## src/rtl/rrf_alloc_if.sv

```systemverilog
// Dispatch/commit-side signal bundle for the rename-register tag allocator.
// master = dispatch/commit logic, slave = rrf_alloc_unit.
`ifndef RRF_SEL
`define RRF_SEL 6
`endif

interface rrf_alloc_if #(
  parameter int RRF_SEL = `RRF_SEL
);
  // Dispatch handshake: while stall_o is high the requester holds req_num_i
  // stable and no tag is consumed; a tag counts as taken only in a cycle
  // where its allocate_rrf_en*_o is high at the rising edge.
  logic [1:0]         req_num_i;
  logic               flush_i;
  logic [1:0]         com_num_i;
  logic [RRF_SEL-1:0] rrftag1_o;
  logic [RRF_SEL-1:0] rrftag2_o;
  logic               allocate_rrf_en1_o;
  logic               allocate_rrf_en2_o;
  logic               stall_o;
  logic [RRF_SEL-1:0] comptr_o;
  logic [RRF_SEL:0]   freenum_o;
  logic               error_o;

  modport master (
    output req_num_i, flush_i, com_num_i,
    input  rrftag1_o, rrftag2_o, allocate_rrf_en1_o, allocate_rrf_en2_o,
    input  stall_o, comptr_o, freenum_o, error_o
  );

  modport slave (
    input  req_num_i, flush_i, com_num_i,
    output rrftag1_o, rrftag2_o, allocate_rrf_en1_o, allocate_rrf_en2_o,
    output stall_o, comptr_o, freenum_o, error_o
  );
endinterface

```

## src/rtl/rrf_alloc_unit.sv

```systemverilog
// Circular-buffer tag allocator for the rename register file: up to two tags
// per cycle, in-order reclaim on commit, full release on flush.
// Optional input checking and sticky error_o under macro RRF_ALLOC_CHECK_EN.
`ifndef RRF_NUM
`define RRF_NUM 64
`endif
`ifndef RRF_SEL
`define RRF_SEL 6
`endif

module rrf_alloc_unit #(
  parameter int RRF_NUM = `RRF_NUM,
  parameter int RRF_SEL = `RRF_SEL
) (
  input  logic       clk_i,
  input  logic       reset_n_i,
  rrf_alloc_if.slave bus
);
  localparam logic [RRF_SEL:0] FULL_CNT = (RRF_SEL+1)'(RRF_NUM);

  logic [RRF_SEL-1:0] rrfptr_q, rrfptr_d;
  logic [RRF_SEL-1:0] comptr_q, comptr_d;
  logic [RRF_SEL:0]   freenum_q, freenum_d;
  logic               stall;
  logic               accept;
  logic               com_illegal;
  logic [1:0]         alloc_num;
  logic [1:0]         com_eff;

  always_comb begin
    stall       = freenum_q < (RRF_SEL+1)'(bus.req_num_i);
    com_illegal = 1'b0;
`ifdef RRF_ALLOC_CHECK_EN
    stall       = stall || (bus.req_num_i == 2'd3);
    com_illegal = (bus.com_num_i == 2'd3) ||
                  ((RRF_SEL+1)'(bus.com_num_i) > (FULL_CNT - freenum_q));
`endif
    accept    = !stall && !bus.flush_i;
    alloc_num = accept ? bus.req_num_i : 2'd0;
    com_eff   = com_illegal ? 2'd0 : bus.com_num_i;

    comptr_d = comptr_q + RRF_SEL'(com_eff);
    // A flush drops every uncommitted tag: allocation restarts at the
    // post-commit oldest pointer and the whole buffer becomes free.
    if (bus.flush_i) begin
      rrfptr_d  = comptr_d;
      freenum_d = FULL_CNT;
    end else begin
      rrfptr_d  = rrfptr_q + RRF_SEL'(alloc_num);
      freenum_d = freenum_q - (RRF_SEL+1)'(alloc_num) + (RRF_SEL+1)'(com_eff);
    end
  end

  always_ff @(posedge clk_i or negedge reset_n_i) begin
    if (!reset_n_i) begin
      rrfptr_q  <= '0;
      comptr_q  <= '0;
      freenum_q <= FULL_CNT;
    end else begin
      rrfptr_q  <= rrfptr_d;
      comptr_q  <= comptr_d;
      freenum_q <= freenum_d;
    end
  end

`ifdef RRF_ALLOC_CHECK_EN
  logic error_q, error_d;

  always_comb begin
    error_d = error_q || com_illegal;
  end

  always_ff @(posedge clk_i or negedge reset_n_i) begin
    if (!reset_n_i) error_q <= 1'b0;
    else            error_q <= error_d;
  end

  assign bus.error_o = error_q;
`else
  assign bus.error_o = 1'b0;
`endif

  assign bus.rrftag1_o          = rrfptr_q;
  assign bus.rrftag2_o          = rrfptr_q + RRF_SEL'(1);
  assign bus.allocate_rrf_en1_o = accept && (bus.req_num_i != 2'd0);
  assign bus.allocate_rrf_en2_o = accept && (bus.req_num_i == 2'd2);
  assign bus.stall_o            = stall;
  assign bus.comptr_o           = comptr_q;
  assign bus.freenum_o          = freenum_q;
endmodule
```

## src/flat_wrapper.sv

```systemverilog
// flat-port wrapper written by rule: the top's interface ports become plain ports
module rrf_alloc_unit_flat 
#(
  parameter int RRF_NUM = `RRF_NUM,
  parameter int RRF_SEL = `RRF_SEL
)
  (clk_i, reset_n_i, bus_req_num_i, bus_flush_i, bus_com_num_i, bus_rrftag1_o, bus_rrftag2_o, bus_allocate_rrf_en1_o, bus_allocate_rrf_en2_o, bus_stall_o, bus_comptr_o, bus_freenum_o, bus_error_o);
  rrf_alloc_if #(.RRF_SEL(RRF_SEL)) bus_i ();
  input  logic clk_i;
  input  logic reset_n_i;
  input wire logic [$bits(bus_i.req_num_i)-1:0] bus_req_num_i;
  input wire logic [$bits(bus_i.flush_i)-1:0] bus_flush_i;
  input wire logic [$bits(bus_i.com_num_i)-1:0] bus_com_num_i;
  output wire logic [$bits(bus_i.rrftag1_o)-1:0] bus_rrftag1_o;
  output wire logic [$bits(bus_i.rrftag2_o)-1:0] bus_rrftag2_o;
  output wire logic [$bits(bus_i.allocate_rrf_en1_o)-1:0] bus_allocate_rrf_en1_o;
  output wire logic [$bits(bus_i.allocate_rrf_en2_o)-1:0] bus_allocate_rrf_en2_o;
  output wire logic [$bits(bus_i.stall_o)-1:0] bus_stall_o;
  output wire logic [$bits(bus_i.comptr_o)-1:0] bus_comptr_o;
  output wire logic [$bits(bus_i.freenum_o)-1:0] bus_freenum_o;
  output wire logic [$bits(bus_i.error_o)-1:0] bus_error_o;
  assign bus_i.req_num_i = bus_req_num_i;
  assign bus_i.flush_i = bus_flush_i;
  assign bus_i.com_num_i = bus_com_num_i;
  assign bus_rrftag1_o = bus_i.rrftag1_o;
  assign bus_rrftag2_o = bus_i.rrftag2_o;
  assign bus_allocate_rrf_en1_o = bus_i.allocate_rrf_en1_o;
  assign bus_allocate_rrf_en2_o = bus_i.allocate_rrf_en2_o;
  assign bus_stall_o = bus_i.stall_o;
  assign bus_comptr_o = bus_i.comptr_o;
  assign bus_freenum_o = bus_i.freenum_o;
  assign bus_error_o = bus_i.error_o;
  rrf_alloc_unit #(.RRF_NUM(RRF_NUM), .RRF_SEL(RRF_SEL)) u_core (.clk_i(clk_i), .reset_n_i(reset_n_i), .bus(bus_i));
endmodule
```

## config.mk

```make
export PLATFORM = sky130hd
export DESIGN_NAME = rrf_alloc_unit_flat
export DESIGN_NICKNAME = d
export VERILOG_FILES = /design/src/rtl/rrf_alloc_if.sv /design/src/rtl/rrf_alloc_unit.sv /design/src/flat_wrapper.sv
export SDC_FILE = /design/constraint.sdc
export NUM_CORES = 1
export LEC_CHECK = 0
export BUFFER_PORTS_ARGS = -buffer_cell sky130_fd_sc_hd__buf_2
export CELL_PAD_IN_SITES_DETAIL_PLACEMENT = 1
export CELL_PAD_IN_SITES_GLOBAL_PLACEMENT = 2
export CORE_ASPECT_RATIO = 1.25
export CORE_MARGIN = 3
export CORE_UTILIZATION = 30
export DETAILED_ROUTE_END_ITERATION = 10
export GPL_TIMING_DRIVEN = 0
export PLACE_DENSITY_LB_ADDON = 0.1
export SETUP_SLACK_MARGIN = 0.1
export SYNTH_ARGS = -nofsm -noshare
export SYNTH_HDL_FRONTEND = slang
export SYNTH_SLANG_ARGS = --single-unit
```

## constraint.sdc

```tcl
create_clock -name clk_i -period 6.9 [get_ports clk_i]
set_input_delay 1.38 -clock clk_i [delete_from_list [all_inputs] [get_ports clk_i]]
set_output_delay 1.38 -clock clk_i [all_outputs]
set_load 0.01 [all_outputs]
```

==> flow_metrics.py <==
metrics = {
    "clock_tree": {
        "hold_buffers": 0,
        "cts_tree": "yes",
        "post_cts_buffers": 0,
        "htree_levels": 1,
        "clock_path_buffers": 2,
        "cts.clk_slew.worst_paths_ps": 70,
        "cts_buffers": 3,
        "clkLatencyLatePin_ps": 260,
        "clock-sinks": 19,
        "cts_resized": 0,
        "root_buffer": "clkbuf_8",
    },
    "drt": {
        "routedWlPerCell_um": 14.38,
        "drt-vias-per-instance": 4.808,
        "dr.pass1.iters": 4,
        "drtIter0Drc": 30,
        "ant_nets": 0,
        "drt_wl_total_um": 3366,
        "vias": 1125,
        "drc": 0,
    },
    "critical_path": {
        "reg2reg_from": "u_core.bus.freenum_o[1]",
        "rr_endpoint": "u_core.bus.freenum_o[6]",
        "crit_chain": "buf_2 -> inv_1 -> ha_1 -> a2111oi_2 -> o21a_2 -> nor3_1 -> fa_1 -> inv_1 -> fa_1 -> a21o_1 -> a21oi_1 -> o21ai_0 -> o311a_1",
        "worst-path-buf-inv": 3,
        "crit_path_end": "u_core.bus.freenum_o[6]",
        "critical_path_class": "input pin to register",
        "critical_path.top_delay_family": "compound AO/OA/AOI/OAI gates",
        "critPathMaxFanout": 6,
        "crit_path_end_kind": "register",
        "cpPeakStageDelay_ps": 490,
        "worstSetupStartpoint": "bus_req_num_i[1]",
        "cp.arrival_ps": 4340,
        "crit_path_start_kind": "input pin",
        "reg2reg_setup_slack_ps": 3610,
        "cp_num_cells": 13,
        "reg2reg_depth": 11,
        "cp.required_ps": 7080,
        "cpMaxStageDelayCell": "fa_1",
    },
    "yosys": {
        "synth_area_sq_um": 1396,
        "ys_types": 33,
        "netlist_instances": 139,
        "synth_warnings": 0,
        "synth_ff_type": "dfrtp_1",
        "synthTopCellsByArea": "dfrtp_1, ha_1, xnor2_1, fa_1, inv_1",
        "synth_top_area_cell": "dfrtp_1",
        "syn_avg_cell_area_sq_um": 10.05,
        "ys_ff_latch": 19,
        "seq_area_frac_synth_pct": 34.14,
        "synth_edf_count": 0,
        "async_flop_share_pct": 100.0,
        "yosys.area.top_type_share_pct": 32.26,
        "syn_nets": 167,
    },
    "floorplan": {
        "coreArea_sq_um": 4459,
        "die_w_um": 67.02,
        "die_y_um": 82.28,
        "start_util_pct": 31.31,
        "ios": 36,
        "num_rows": 27,
        "die_area_sq_um": 5514,
    },
    "global_routing": {
        "track_usage_pct": 13.68,
        "grt_pass1_vias": 1201,
        "grt_max_degree": 20,
        "antenna_found_initial": 0,
        "grt_overflow": 0,
        "grt_pass1_wl_um": 5658,
    },
    "timing": {
        "finalHoldViolCount": 0,
        "rsz0062_at_grt": "false",
        "tns_ps": 0,
        "post-route-period-util_pct": 60.23,
        "finalSetupViolCount": 0,
        "max_freq_mhz": 240.6,
        "drv_slew": 0,
        "min_period_ps": 4156,
        "fin_skew_ps": 7.815,
    },
    "power": {
        "leakagePower_nw": 0.8433,
        "peakVddDrop_mv": 0.1354,
        "power_mw": 0.8162,
        "p_per_area_nw_per_um2": 485.0,
    },
    "finish": {
        "layout.nets": 205,
        "multiInputGateArea_sq_um": 814.5,
        "area_delta_synth_final_pct": 20.52,
        "seqCellArea_sq_um": 476.7,
        "finish.instance_area_sq_um": 1683,
        "diodes": 0,
        "n_fill_cell": 565,
        "drive_above_1_share_pct": 27.27,
    },
    "placed_design": {
        "io_buffers": 33,
        "place_hpwl_um": 2820,
        "gp_congestion": 0.7893,
        "postPlaceCellArea_sq_um": 1634,
    },
    "outcome": {
        "status": "complete, no violations",
    },
    "run": {
        "drv_cap": 0,
    },
    "hold_path": {
        "hp-class": "register to register",
        "min_path_cells": 1,
    },
}
## through the flow
stage	hold WS, ps	cells	utilization (%)	worst slack, ps
CTS	497.6	234	37.74	2772
detailed placement	484.3	230	36.64	2496
floorplan	516.7	139	-	2903
global route	524.5	234	37.74	2547
finish	487.8	234	37.74	2744
global placement	476.1	230	36.64	2502
## cells by family (layout without fill, tap and decap cells)
group,after synthesis,after routing,share of synthesized area (%)
AND/OR/NAND/NOR,39,39,16.58
other,1,1,0.2686
AO/OA/AOI/OAI,16,16,8.602
flip-flops,19,19,34.14
multiplexers,4,4,3.136
buffers and inverters,25,62,7.526
adder cells (fa/ha/maj),21,21,20.97
XOR/XNOR,14,14,8.781
## per-layer routing
metal	routed length, um	part of all wire, %	GRT usage [%]
met1	1360	40	15.82
met3	111	3.3	1.624
met2	1860	55	25.47
met5	0	0	0
met4	34	1.0	4.868
## sequential cells by signal, indices dropped and copies added, names as in the netlist
signal                count
u_core.bus.comptr_o       6
u_core.bus.rrftag1_o      6
u_core.bus.freenum_o      7
## power breakdown
part	internal, mW	switching (mW)
clock	0.0407	0.0413
sequential	0.168	0.0544
combinational	0.237	0.275
## worst reg2reg max path: stages, from the launching register on
cell	delay, ps
dfrtp_1	410
ha_1	310
a2111oi_2	290
o21a_2	260
nor3_1	100
fa_1	490
inv_1	70
fa_1	460
a21o_1	200
a21oi_1	330
o21ai_0	160
o311a_1	140
## cell usage in the layout (no fill, tap or decap), drive strengths merged, types with 2 or more instances in the layout
cell type / instances
nand3: 4
nor3b: 3
nand2b: 3
xnor2: 10
nor4bb: 2
nor4: 2
buf: 38
nor4b: 4
fa: 4
a21oi: 2
or3: 2
a21o: 3
dfrtp: 18
mux2: 3
clkbuf: 3
nor3: 4
nand2: 5
a211o: 3
inv: 20
xor2: 4
nor2: 6
nor2b: 2
o21ai: 4
ha: 17
## worst min-delay path by stage
stage | start | to | slack (ps)
floorplan | u_core.bus.comptr_o[5] | u_core.bus.comptr_o[5] | 520
global placement | u_core.bus.comptr_o[5] | u_core.bus.comptr_o[5] | 480
detailed placement | u_core.bus.comptr_o[5] | u_core.bus.comptr_o[5] | 480
CTS | u_core.bus.comptr_o[5] | u_core.bus.comptr_o[5] | 500
global route | u_core.bus.comptr_o[5] | u_core.bus.comptr_o[5] | 520
finish | u_core.bus.comptr_o[5] | u_core.bus.comptr_o[5] | 490
## area by class of cell
| cell class | count | share of cell area, % |
|---|---|---|
| Buffer | 5 | 1.784 |
| Clock buffer | 3 | 2.454 |
| Clock inverter | 1 | 0.4461 |
| Inverter | 20 | 4.461 |
| Multi-Input combinational cell | 95 | 48.40 |
| Sequential cell | 19 | 28.33 |
| Tap cell | 58 | 4.312 |
| Timing Repair Buffer | 33 | 9.814 |
## synthesized netlist by cell type (all sizes together) (2+ instances only)
cell type	instances
a211o	3
a21o	3
a21oi	2
buf	5
dfrtp	18
fa	4
ha	17
inv	20
mux2	3
nand2	5
nand2b	3
nand3	4
nor2	6
nor2b	2
nor3	4
nor3b	3
nor4	2
nor4b	4
nor4bb	2
o21ai	4
or3	2
xnor2	10
xor2	4
(Power assumes the default switching activity.)
